`src/rtl/capture_pkg.sv`:
```
// capture_pkg: shared types for the capture sequencer.
//   cap_state_e : FSM state encoding (3-bit, IDLE..DONE)
//   MODE_*      : trigger mode codes; code 3 behaves as MODE_EXT
package capture_pkg;

   typedef enum logic [2:0] {
      StIdle = 3'd0,
      StPre  = 3'd1,
      StWait = 3'd2,
      StPost = 3'd3,
      StDone = 3'd4
   } cap_state_e;

   localparam logic [1:0] MODE_IMM  = 2'd0;
   localparam logic [1:0] MODE_EXT  = 2'd1;
   localparam logic [1:0] MODE_CONT = 2'd2;

endpackage

```
`src/rtl/capture_trig_cond.sv`:
```
// capture_trig_cond: trigger qualification for the capture sequencer.
// Ports:
//   clk, rst    : adc_clk and synchronous active-high reset
//   ext_trig    : external trigger level; a rising edge is a trigger request
//   in_pre      : sequencer is in PRE; edges here are lost, not kept
//   clear       : arm / auto re-arm; drops pending and trig_lost
//   enter_wait  : sequencer enters WAIT this cycle
//   wait_mode   : mode governing the capture being entered
//   consume     : trigger sample taken this cycle
//   pending     : trigger available to the current sample (includes same-cycle edge)
//   trig_lost   : sticky flag, edge seen during PRE
module capture_trig_cond
   import capture_pkg::*;
(
   input  logic       clk,
   input  logic       rst,
   input  logic       ext_trig,
   input  logic       in_pre,
   input  logic       clear,
   input  logic       enter_wait,
   input  logic [1:0] wait_mode,
   input  logic       consume,
   output logic       pending,
   output logic       trig_lost
);

   logic ext_q;
   logic pend_q;
   logic rise;
   logic force_pend;

   assign rise       = ext_trig & ~ext_q;
   assign pending    = pend_q | (rise & ~in_pre);
   // Immediate mode: the first sample seen in WAIT is the trigger.
   assign force_pend = enter_wait && (wait_mode == MODE_IMM);

   always_ff @(posedge clk) begin
      if (rst) begin
         ext_q     <= 1'b0;
         pend_q    <= 1'b0;
         trig_lost <= 1'b0;
      end else begin
         ext_q <= ext_trig;
         if (force_pend) begin
            pend_q <= 1'b1;
         end else if (clear || consume) begin
            pend_q <= 1'b0;
         end else begin
            pend_q <= pending;
         end
         if (clear) begin
            trig_lost <= 1'b0;
         end else if (rise && in_pre) begin
            trig_lost <= 1'b1;
         end
      end
   end

endmodule

```
`src/rtl/capture_sequencer.sv`:
```
// capture_sequencer: multi-channel snapshot capture controller driving the
// capture RAM write port, with pre-trigger history and readout handshake.
// Ports:
//   clk, rst           : adc_clk, synchronous active-high reset
//   adc_data/adc_valid : channel samples (ch0 in LSBs) and strobe
//   mode, pretrig      : trigger mode and pre-trigger depth, latched on arm
//   chan_mask          : per-channel write enable, sampled on every write
//   arm, ext_trig      : start/restart pulse, external trigger level
//   ro_ack             : host finished readout (acted on in DONE only)
//   wr_en/wr_addr/wr_data/wr_mask : RAM write port (1-cycle latency)
//   state, running, full, trig_addr, trig_lost, cap_count : status
//   trig_time          : trigger timestamp
// Build option: define CAPTURE_TIMESTAMP_EN to include the free-running
// timestamp counter; otherwise trig_time is tied to 0.
module capture_sequencer
   import capture_pkg::*;
#(
   parameter int unsigned NCH = 8,
   parameter int unsigned DW  = 16,
   parameter int unsigned AW  = 14,
   parameter int unsigned CW  = 16
) (
   input  logic              clk,
   input  logic              rst,
   input  logic [NCH*DW-1:0] adc_data,
   input  logic              adc_valid,
   input  logic [1:0]        mode,
   input  logic [AW-1:0]     pretrig,
   input  logic [NCH-1:0]    chan_mask,
   input  logic              arm,
   input  logic              ext_trig,
   input  logic              ro_ack,
   output logic              wr_en,
   output logic [AW-1:0]     wr_addr,
   output logic [NCH*DW-1:0] wr_data,
   output logic [NCH-1:0]    wr_mask,
   output logic [2:0]        state,
   output logic              running,
   output logic              full,
   output logic [AW-1:0]     trig_addr,
   output logic              trig_lost,
   output logic [CW-1:0]     cap_count,
   output logic [31:0]       trig_time
);

   localparam logic [AW:0] DEPTH = {1'b1, {AW{1'b0}}};

   cap_state_e  state_q;
   logic [AW-1:0] ptr_q;
   logic [AW-1:0] pre_cnt_q;
   logic [AW:0]   post_cnt_q;
   logic [1:0]    mode_q;
   logic [AW-1:0] pretrig_q;

   logic          restart;
   logic [1:0]    new_mode;
   logic [AW-1:0] new_pretrig;
   logic          enter_wait;
   logic          wr_valid;
   logic          trig_fire;
   logic          pending;
   logic [AW:0]   post_len;

   assign new_mode    = arm ? mode : mode_q;
   assign new_pretrig = arm ? pretrig : pretrig_q;
   assign restart     = arm || ((state_q == StDone) && ro_ack && (mode_q == MODE_CONT));
   assign running     = (state_q == StPre) || (state_q == StWait) || (state_q == StPost);
   // arm wins over a coincident sample: that sample is not written.
   assign wr_valid    = adc_valid && running && !arm;
   assign enter_wait  = (restart && (new_pretrig == '0)) ||
                        (!arm && (state_q == StPre) && adc_valid &&
                         ((pre_cnt_q + AW'(1)) == pretrig_q));
   assign trig_fire   = !arm && (state_q == StWait) && adc_valid && pending;
   // Samples written from the trigger on, trigger included.
   assign post_len    = DEPTH - {1'b0, pretrig_q};
   assign state       = state_q;

   capture_trig_cond u_trig_cond (
      .clk        (clk),
      .rst        (rst),
      .ext_trig   (ext_trig),
      .in_pre     (state_q == StPre),
      .clear      (restart),
      .enter_wait (enter_wait),
      .wait_mode  (new_mode),
      .consume    (trig_fire),
      .pending    (pending),
      .trig_lost  (trig_lost)
   );

   always_ff @(posedge clk) begin
      if (rst) begin
         state_q    <= StIdle;
         ptr_q      <= '0;
         pre_cnt_q  <= '0;
         post_cnt_q <= '0;
         mode_q     <= '0;
         pretrig_q  <= '0;
         wr_en      <= 1'b0;
         wr_addr    <= '0;
         wr_data    <= '0;
         wr_mask    <= '0;
         full       <= 1'b0;
         trig_addr  <= '0;
         cap_count  <= '0;
      end else begin
         wr_en   <= 1'b0;
         wr_mask <= '0;
         if (restart) begin
            state_q   <= (new_pretrig == '0) ? StWait : StPre;
            ptr_q     <= '0;
            pre_cnt_q <= '0;
            full      <= 1'b0;
            mode_q    <= new_mode;
            pretrig_q <= new_pretrig;
         end else begin
            if (wr_valid) begin
               wr_en   <= 1'b1;
               wr_addr <= ptr_q;
               wr_data <= adc_data;
               wr_mask <= chan_mask;
               ptr_q   <= ptr_q + AW'(1);
            end
            unique case (state_q)
               StPre: begin
                  if (adc_valid) begin
                     pre_cnt_q <= pre_cnt_q + AW'(1);
                     if (enter_wait) state_q <= StWait;
                  end
               end
               StWait: begin
                  if (trig_fire) begin
                     trig_addr  <= ptr_q;
                     post_cnt_q <= (AW+1)'(1);
                     if (post_len == (AW+1)'(1)) begin
                        state_q   <= StDone;
                        full      <= 1'b1;
                        cap_count <= cap_count + CW'(1);
                     end else begin
                        state_q <= StPost;
                     end
                  end
               end
               StPost: begin
                  if (adc_valid) begin
                     post_cnt_q <= post_cnt_q + (AW+1)'(1);
                     if ((post_cnt_q + (AW+1)'(1)) == post_len) begin
                        state_q   <= StDone;
                        full      <= 1'b1;
                        cap_count <= cap_count + CW'(1);
                     end
                  end
               end
               StDone: begin
                  // Continuous mode re-arm is handled by restart above.
                  if (ro_ack) state_q <= StIdle;
               end
               default: ;
            endcase
         end
      end
   end

`ifdef CAPTURE_TIMESTAMP_EN
   logic [31:0] ts_q;

   always_ff @(posedge clk) begin
      if (rst) begin
         ts_q      <= '0;
         trig_time <= '0;
      end else begin
         ts_q <= ts_q + 32'd1;
         if (trig_fire) trig_time <= ts_q;
      end
   end
`else
   assign trig_time = '0;
`endif

endmodule
```
`config.mk`:
```
export PLATFORM = sky130hd
export DESIGN_NAME = capture_sequencer
export DESIGN_NICKNAME = d
export VERILOG_FILES = /design/src/rtl/capture_pkg.sv /design/src/rtl/capture_trig_cond.sv /design/src/rtl/capture_sequencer.sv
export SDC_FILE = /design/constraint.sdc
export NUM_CORES = 1
export LEC_CHECK = 0
export BUFFER_PORTS_ARGS = -buffer_cell sky130_fd_sc_hd__buf_2
export CORE_MARGIN = 4
export CORE_UTILIZATION = 25
export DETAILED_ROUTE_END_ITERATION = 6
export SLEW_MARGIN = 20
export SYNTH_ARGS = -nofsm -noshare
export SYNTH_HDL_FRONTEND = slang
export SYNTH_SLANG_ARGS = --single-unit
```
`constraint.sdc`:
```
create_clock -name clk -period 3.1 [get_ports clk]
set_input_delay 0.465 -clock clk [delete_from_list [all_inputs] [get_ports clk]]
set_output_delay 0.465 -clock clk [all_outputs]
set_load 0.01 [all_outputs]
```
==> results.cfg, run 1 <==
[worst_setup_path]
cp-endpoint = cap_count[4]$_SDFFE_PP0P_
start_kind = flop
cp-startpoint = pretrig_q[1]$_SDFFE_PP0P_
cp_max_fo = 7
cp-end-kind = flop
reg2reg_slack_ps = 40
crit-reg2reg-launch = pretrig_q[1]$_SDFFE_PP0P_
slowest_delay_ps = 510
reg2reg_to = cap_count[4]$_SDFFE_PP0P_
ff2ff_path_depth = 11
crit_required_ps = 3540
arrival_ps = 3500
slowest_stage = or4b_4
path_cells = inv_2 > ha_4 > or4b_4 > or3_4 > a21oi_4 > o21ai_2 > a2111oi_4 > nand4_4 > clkbuf_16 > a21oi_2 > mux2_4
path_class = reg2reg

[timing]
rsz0062_at_grt = true
report.final.setup_viol = 0
drv_slew = 0
tns_ps = 0
hold_viol = 0
fmax_ghz = 0.327
fin_crit_sh = 0.987
fin_skew_ps = 8.48
period_needed_ps = 3060
fin_hold_ws_ps = 109
slew_headroom = 0.500
worst_pin_slew_ps = 750

[clocking]
ctsHoldBuffers = 0
cts_sinks = 247
cts_buffers = 29
cts_tree = done
cts_root_buf = clkbuf_16
clk_latency_ps = 550
clk_pin_slew_ps = 60
max-clock-path-buffers = 3
h-tree-depth = 1

[cells_and_area]
nNetsFinal = 1929
multi_input_area_um2 = 5940
fillers = 4637
fin_area_um2 = 15000
layout_common_cells = nand2_1 (353), buf_2 (343), dfxtp_1 (240)
regArea_um2 = 4950
final_common_cell = nand2_1
drive_gt1_frac = 0.296
post_layout_nonfiller_instances = 2379
area_growth_pct = 33.0

[outcome]
status = complete, no violations

[place]
place_area_um2 = 13700
gp_congestion = 0.880
place_hpwl_um = 27100
placed_cells = 2316
port_buffers = 344

[synth]
ys_warn_count = 0
async_flop_share = 0
synth_cell_types = 68
synthCells = 1425
syn_area_um2 = 11300
ys.flop_type = dfxtp_1
synth_edf_count = 0
ys_ff_latch = 247
ys_seq_area_frac = 0.439
syn_avg_cell_area_um2 = 7.91

[die]
row_count = 77
die_x_um = 220
dieArea_um2 = 48500
ios = 377
coreArea_um2 = 44400
die_h_um = 220
initial_utilization = 0.254

[global_routing]
globalRouteMet1Util = 0.172
use_met2 = 0.242
grt_pass1_vias = 10841
grt_max_degree = 150
top_usage_layer = met2
antenna_found_initial = 2
grt_use_total = 0.141
grt_pass1_wl_um = 56800
met3_usage = 0.0437
grt_overflow = 0

[routing]
drc = 0
drt_iter0_drc = 618
via_per_inst = 4.65
wl_per_cell_um = 15.6
wirelength_um = 37100
drt_pre_antenna_iters = 5
drtAntennaViolNets = 0
vias = 11057

[power]
leakagePower_nw = 6.30
power_density_nw_per_um2 = 505
vdd_drop_max_uv = 434

[min_path]
min_path_type = in2reg

[flow_run]
drv_cap = 0
-- metrics by stage --
step	utilization	total power, mW	setup slack, ps
6_report	0.337	7.57	39.6
5_1_grt	0.337	7.90	-50.2
4_1_cts	0.331	7.67	23.1
3_5_place_dp	0.309	4.21	-62.6
3_3_place_gp	0.309	4.20	-23.2
2_1_floorplan	-	3.88	1.32
-- repair_timing --
action	in CTS	in global routing
pin swaps	2	17
setup endpoints to repair	12	19
gates resized for setup	1	43
setup buffers	0	8
gates cloned	0	2
-- per-layer routing --
layer	routed length (um)	part of all wire
met1	15300	0.41
met2	17900	0.48
met3	3150	0.085
met4	782	0.021
met5	13	0.00035
-- layout make-up --
cell class                      instances  share of cell area
Clock inverter                         17              0.0114
Inverter                               14             0.00351
Sequential cell                       247               0.331
Timing Repair Buffer                  416               0.156
Clock buffer                           35              0.0526
Tap cell                              592              0.0494
Multi-Input combinational cell       1057               0.396
Antenna cell                            1            0.000167
-- sequential cells by signal, summed over array words and instances (netlist names), 14 cells and up --
signal and flops:
pretrig_q 14, post_cnt_q 15, pre_cnt_q 14, wr_data 128, cap_count 16, trig_addr 14, wr_addr 14, ptr_q 14
-- synth_stat cells, types with 19 or more instances --
| cell type | instances | share of area |
|---|---|---|
| nand2_1 | 354 | 0.12 |
| dfxtp_1 | 247 | 0.44 |
| a21oi_1 | 195 | 0.087 |
| nor2_1 | 95 | 0.032 |
| clkbuf_1 | 92 | 0.031 |
| buf_4 | 32 | 0.021 |
| xnor2_1 | 32 | 0.025 |
| nand3_1 | 30 | 0.013 |
| nand4_1 | 27 | 0.015 |
| xor2_1 | 24 | 0.019 |
| nor2b_1 | 21 | 0.012 |
| mux2i_1 | 19 | 0.017 |
| o21ai_0 | 19 | 0.0084 |
-- worst max-delay path: cells and delay by family, from the launching register on --
| kind | cells | cell delay [ps] |
|---|---|---|
| compound gates | 4 | 710 |
| fa+ha+maj | 1 | 120 |
| buf+inv | 2 | 300 |
| flops | 1 | 320 |
| mux | 1 | 310 |
| simple gates | 3 | 1190 |
-- cells by family after synthesis --
kind of cell / count (synthesis) / synth area share
XOR/XNOR: 62 / 0.0555
multiplexers: 35 / 0.0329
other: 1 / 0.000333
buffers and inverters: 153 / 0.0636
AO/OA/AOI/OAI: 278 / 0.142
adder cells (fa/ha/maj): 6 / 0.00666
AND/OR/NAND/NOR: 643 / 0.260
flip-flops: 247 / 0.439
-- worst min path at each step --
stage / from / endpoint / slack (ps) / cells past startpoint
floorplan: ptr_q[13]$_SDFFE_PP0P_ / trig_addr[13]$_SDFFE_PP0P_ / 460 / 2
global placement: wr_data[34]$_SDFFE_PP0P_ / wr_data[34]$_SDFFE_PP0P_ / 440 / 2
detailed placement: wr_data[108]$_SDFFE_PP0P_ / wr_data[108]$_SDFFE_PP0P_ / 440 / 2
CTS: chan_mask[5] / wr_mask[5]$_SDFF_PP0_ / 70 / 2
global route: chan_mask[5] / wr_mask[5]$_SDFF_PP0_ / 80 / 2
finish: chan_mask[5] / wr_mask[5]$_SDFF_PP0_ / 110 / 2
-- where the power goes --
part           switching (mW)  internal [mW]
Combinational           0.503          0.347
Sequential             0.0534           3.26
Clock                    1.35           2.05
(Power assumes the default switching activity.)
==> inputs of run 2 (changes only) <==
==> constraint.sdc (replaced) <==
create_clock -name clk -period 3.1 [get_ports clk]
set_input_delay 0 -clock clk [delete_from_list [all_inputs] [get_ports clk]]
set_output_delay 0 -clock clk [all_outputs]
set_load 0.01 [all_outputs]
==> run 2 against run 1 <==
Highest routed layer is now met4. Register-to-register slack improved by 40 ps. Sequential power about the same. Routed wire length rose by 7.2%. First-iteration DRC count rose by 1.8%. Sequential share of layout area down 3.7 points. Final area rose by 12%.
==> results.cfg, run 2 (synthesis gave the netlist of run 1 again) <==
[cells_and_area]
nNetsFinal = 2114
largestRegisters = wr_data: 128 flops, cap_count: 16 flops, post_cnt_q: 15 flops
top_register = wr_data
final_common_cell = nand2_1
layout_common_cells = nand2_1 (354), buf_2 (343), dfxtp_1 (243)
drive_gt1_frac = 0.265
area_growth_pct = 49.6
fillers = 4419
largest_reg_flops = 128
fin_area_um2 = 16900

[die]
ios = 377
dieArea_um2 = 48500
die_x_um = 220
initial_utilization = 0.254
die_h_um = 220
coreArea_um2 = 44400
row_count = 77

[routing]
drc = 0
drtAntennaViolNets = 0
wirelength_um = 39800
drt_pre_antenna_iters = 5
via_per_inst = 4.65
drt_iter0_drc = 629
vias = 11941
wl_per_cell_um = 15.5

[timing]
report.final.setup_viol = 0
period_needed_ps = 3020
fmax_ghz = 0.331
worst_pin_slew_ps = 768
rsz0062_at_grt = true
hold_viol = 0
drv_slew = 0
tns_ps = 0
fin_hold_ws_ps = 77.7
slew_headroom = 0.488
fin_ws_ps = 76.6
fin_crit_sh = 0.975
fin_skew_ps = 9.89

[place]
gp_congestion = 0.893
dpl_worst_slack_ps = -108
port_buffers = 344
place_hpwl_um = 27100
place_area_um2 = 13800

[clocking]
h-tree-depth = 1
clk_latency_ps = 560
cts_tree = done
cts_buffers = 29
cts_sinks = 247
cts_root_buf = clkbuf_16
clk_pin_slew_ps = 60
max-clock-path-buffers = 3

[worst_setup_path]
cp_max_fo = 6
crit_required_ps = 3540
arrival_ps = 3460
cp-end-kind = flop
path_class = reg2reg
start_kind = flop
ff2ff_path_depth = 11

[min_path]
min_path_type = in2reg
hold_path_depth = 4

[global_routing]
grt_max_degree = 86
antenna_found_initial = 2
grt_overflow = 0
grt_use_total = 0.154
grt_pass1_vias = 11804
grt_pass1_wl_um = 61600

[outcome]
status = complete, no violations

[power]
power_density_nw_per_um2 = 476
power.net_switching_mw = 1.98
p_int_mw = 6.05
clkPwrFrac = 0.455
pwr-share-seq = 0.414
leakagePower_nw = 7.14
p_comb_frac = 0.132
vdd_drop_max_uv = 393
swShare = 0.247

[flow_run]
drv_cap = 0
==> run 2: cell count changes in the layout (fill, tap and decap cells not counted), moves of 3 or more <==
| cell | delta |
|---|---|
| dlygate4sd3_1 | +185 |
| clkinv_2 | -7 |
| a21oi_2 | +6 |
| a21oi_1 | -3 |
| a21oi_4 | -3 |
| buf_6 | +3 |
| clkbuf_1 | +3 |
| clkinvlp_4 | -3 |
| dfxtp_1 | +3 |
| dfxtp_2 | -3 |
| mux2_1 | +3 |
| mux2_4 | -3 |
==> run 2: power groups by stage <==
stage	Sequential [mW]	Combinational (mW)	Clock, mW
CTS	3.32	1.04	3.77
global route	3.33	1.15	3.90
finish	3.32	1.06	3.65
global placement	3.38	0.823	0
floorplan	3.41	0.474	0
detailed placement	3.38	0.833	0
==> run 2: per-stage QoR <==
step / instances / util / total power [mW]
3_5_place_dp: 2321 / 0.310 / 4.22
5_1_grt: 2565 / 0.380 / 8.38
2_1_floorplan: 1456 / - / 3.88
3_3_place_gp: 2321 / 0.310 / 4.20
6_report: 2566 / 0.380 / 8.02
4_1_cts: 2561 / 0.377 / 8.12
==> run 2: worst paths after layout <==
kind                                  start                    endpoint  slack, ps
setup / recovery  pretrig_q[1]$_SDFFE_PP0P_  cap_count[13]$_SDFFE_PP0P_         80
hold / removal                    adc_valid   pre_cnt_q[1]$_SDFFE_PP0P_         80
setup reg to reg  pretrig_q[1]$_SDFFE_PP0P_  cap_count[13]$_SDFFE_PP0P_         80
hold reg to reg    wr_data[24]$_SDFFE_PP0P_    wr_data[24]$_SDFFE_PP0P_        450
==> run 2: what timing repair did <==
action                                  4_1_cts  5_1_grt
hold buffers                                185        0
gates cloned                                  1        0
buffers inserted                              2        2
pin swaps                                     6       11
hold endpoints to repair                    169        0
endpoints found under the setup margin       15       18
gates resized for setup                      15       24
==> run 2: worst max-delay path: stages (launching register included) <==
cell	delay, ps
dfxtp_2	320
inv_2	60
ha_4	130
or4b_4	510
buf_6	150
a21o_1	140
a211o_1	330
a2111oi_4	380
nand4_4	220
buf_6	210
a21oi_2	150
mux2_4	310
==> run 2: cell type report <==
class	count	area [um^2]	share of cell area
clock inverter	12	200	0.0119
timing repair buffer	601	4170	0.247
antenna	3	7.51	0.000445
clock buffer	40	827	0.0491
inverter	14	52.6	0.00312
sequential	247	4950	0.294
multi-input combinational	1057	5910	0.351
tap	592	741	0.0439
==> run 2: metal layers <==
metal,vias up,GRT usage,wire length [um]
li1,5807,-,-
met1,5615,0.187,16300
met2,431,0.259,18900
met3,88,0.0433,3230
met4,0,0.0551,1320
met5,-,0,0
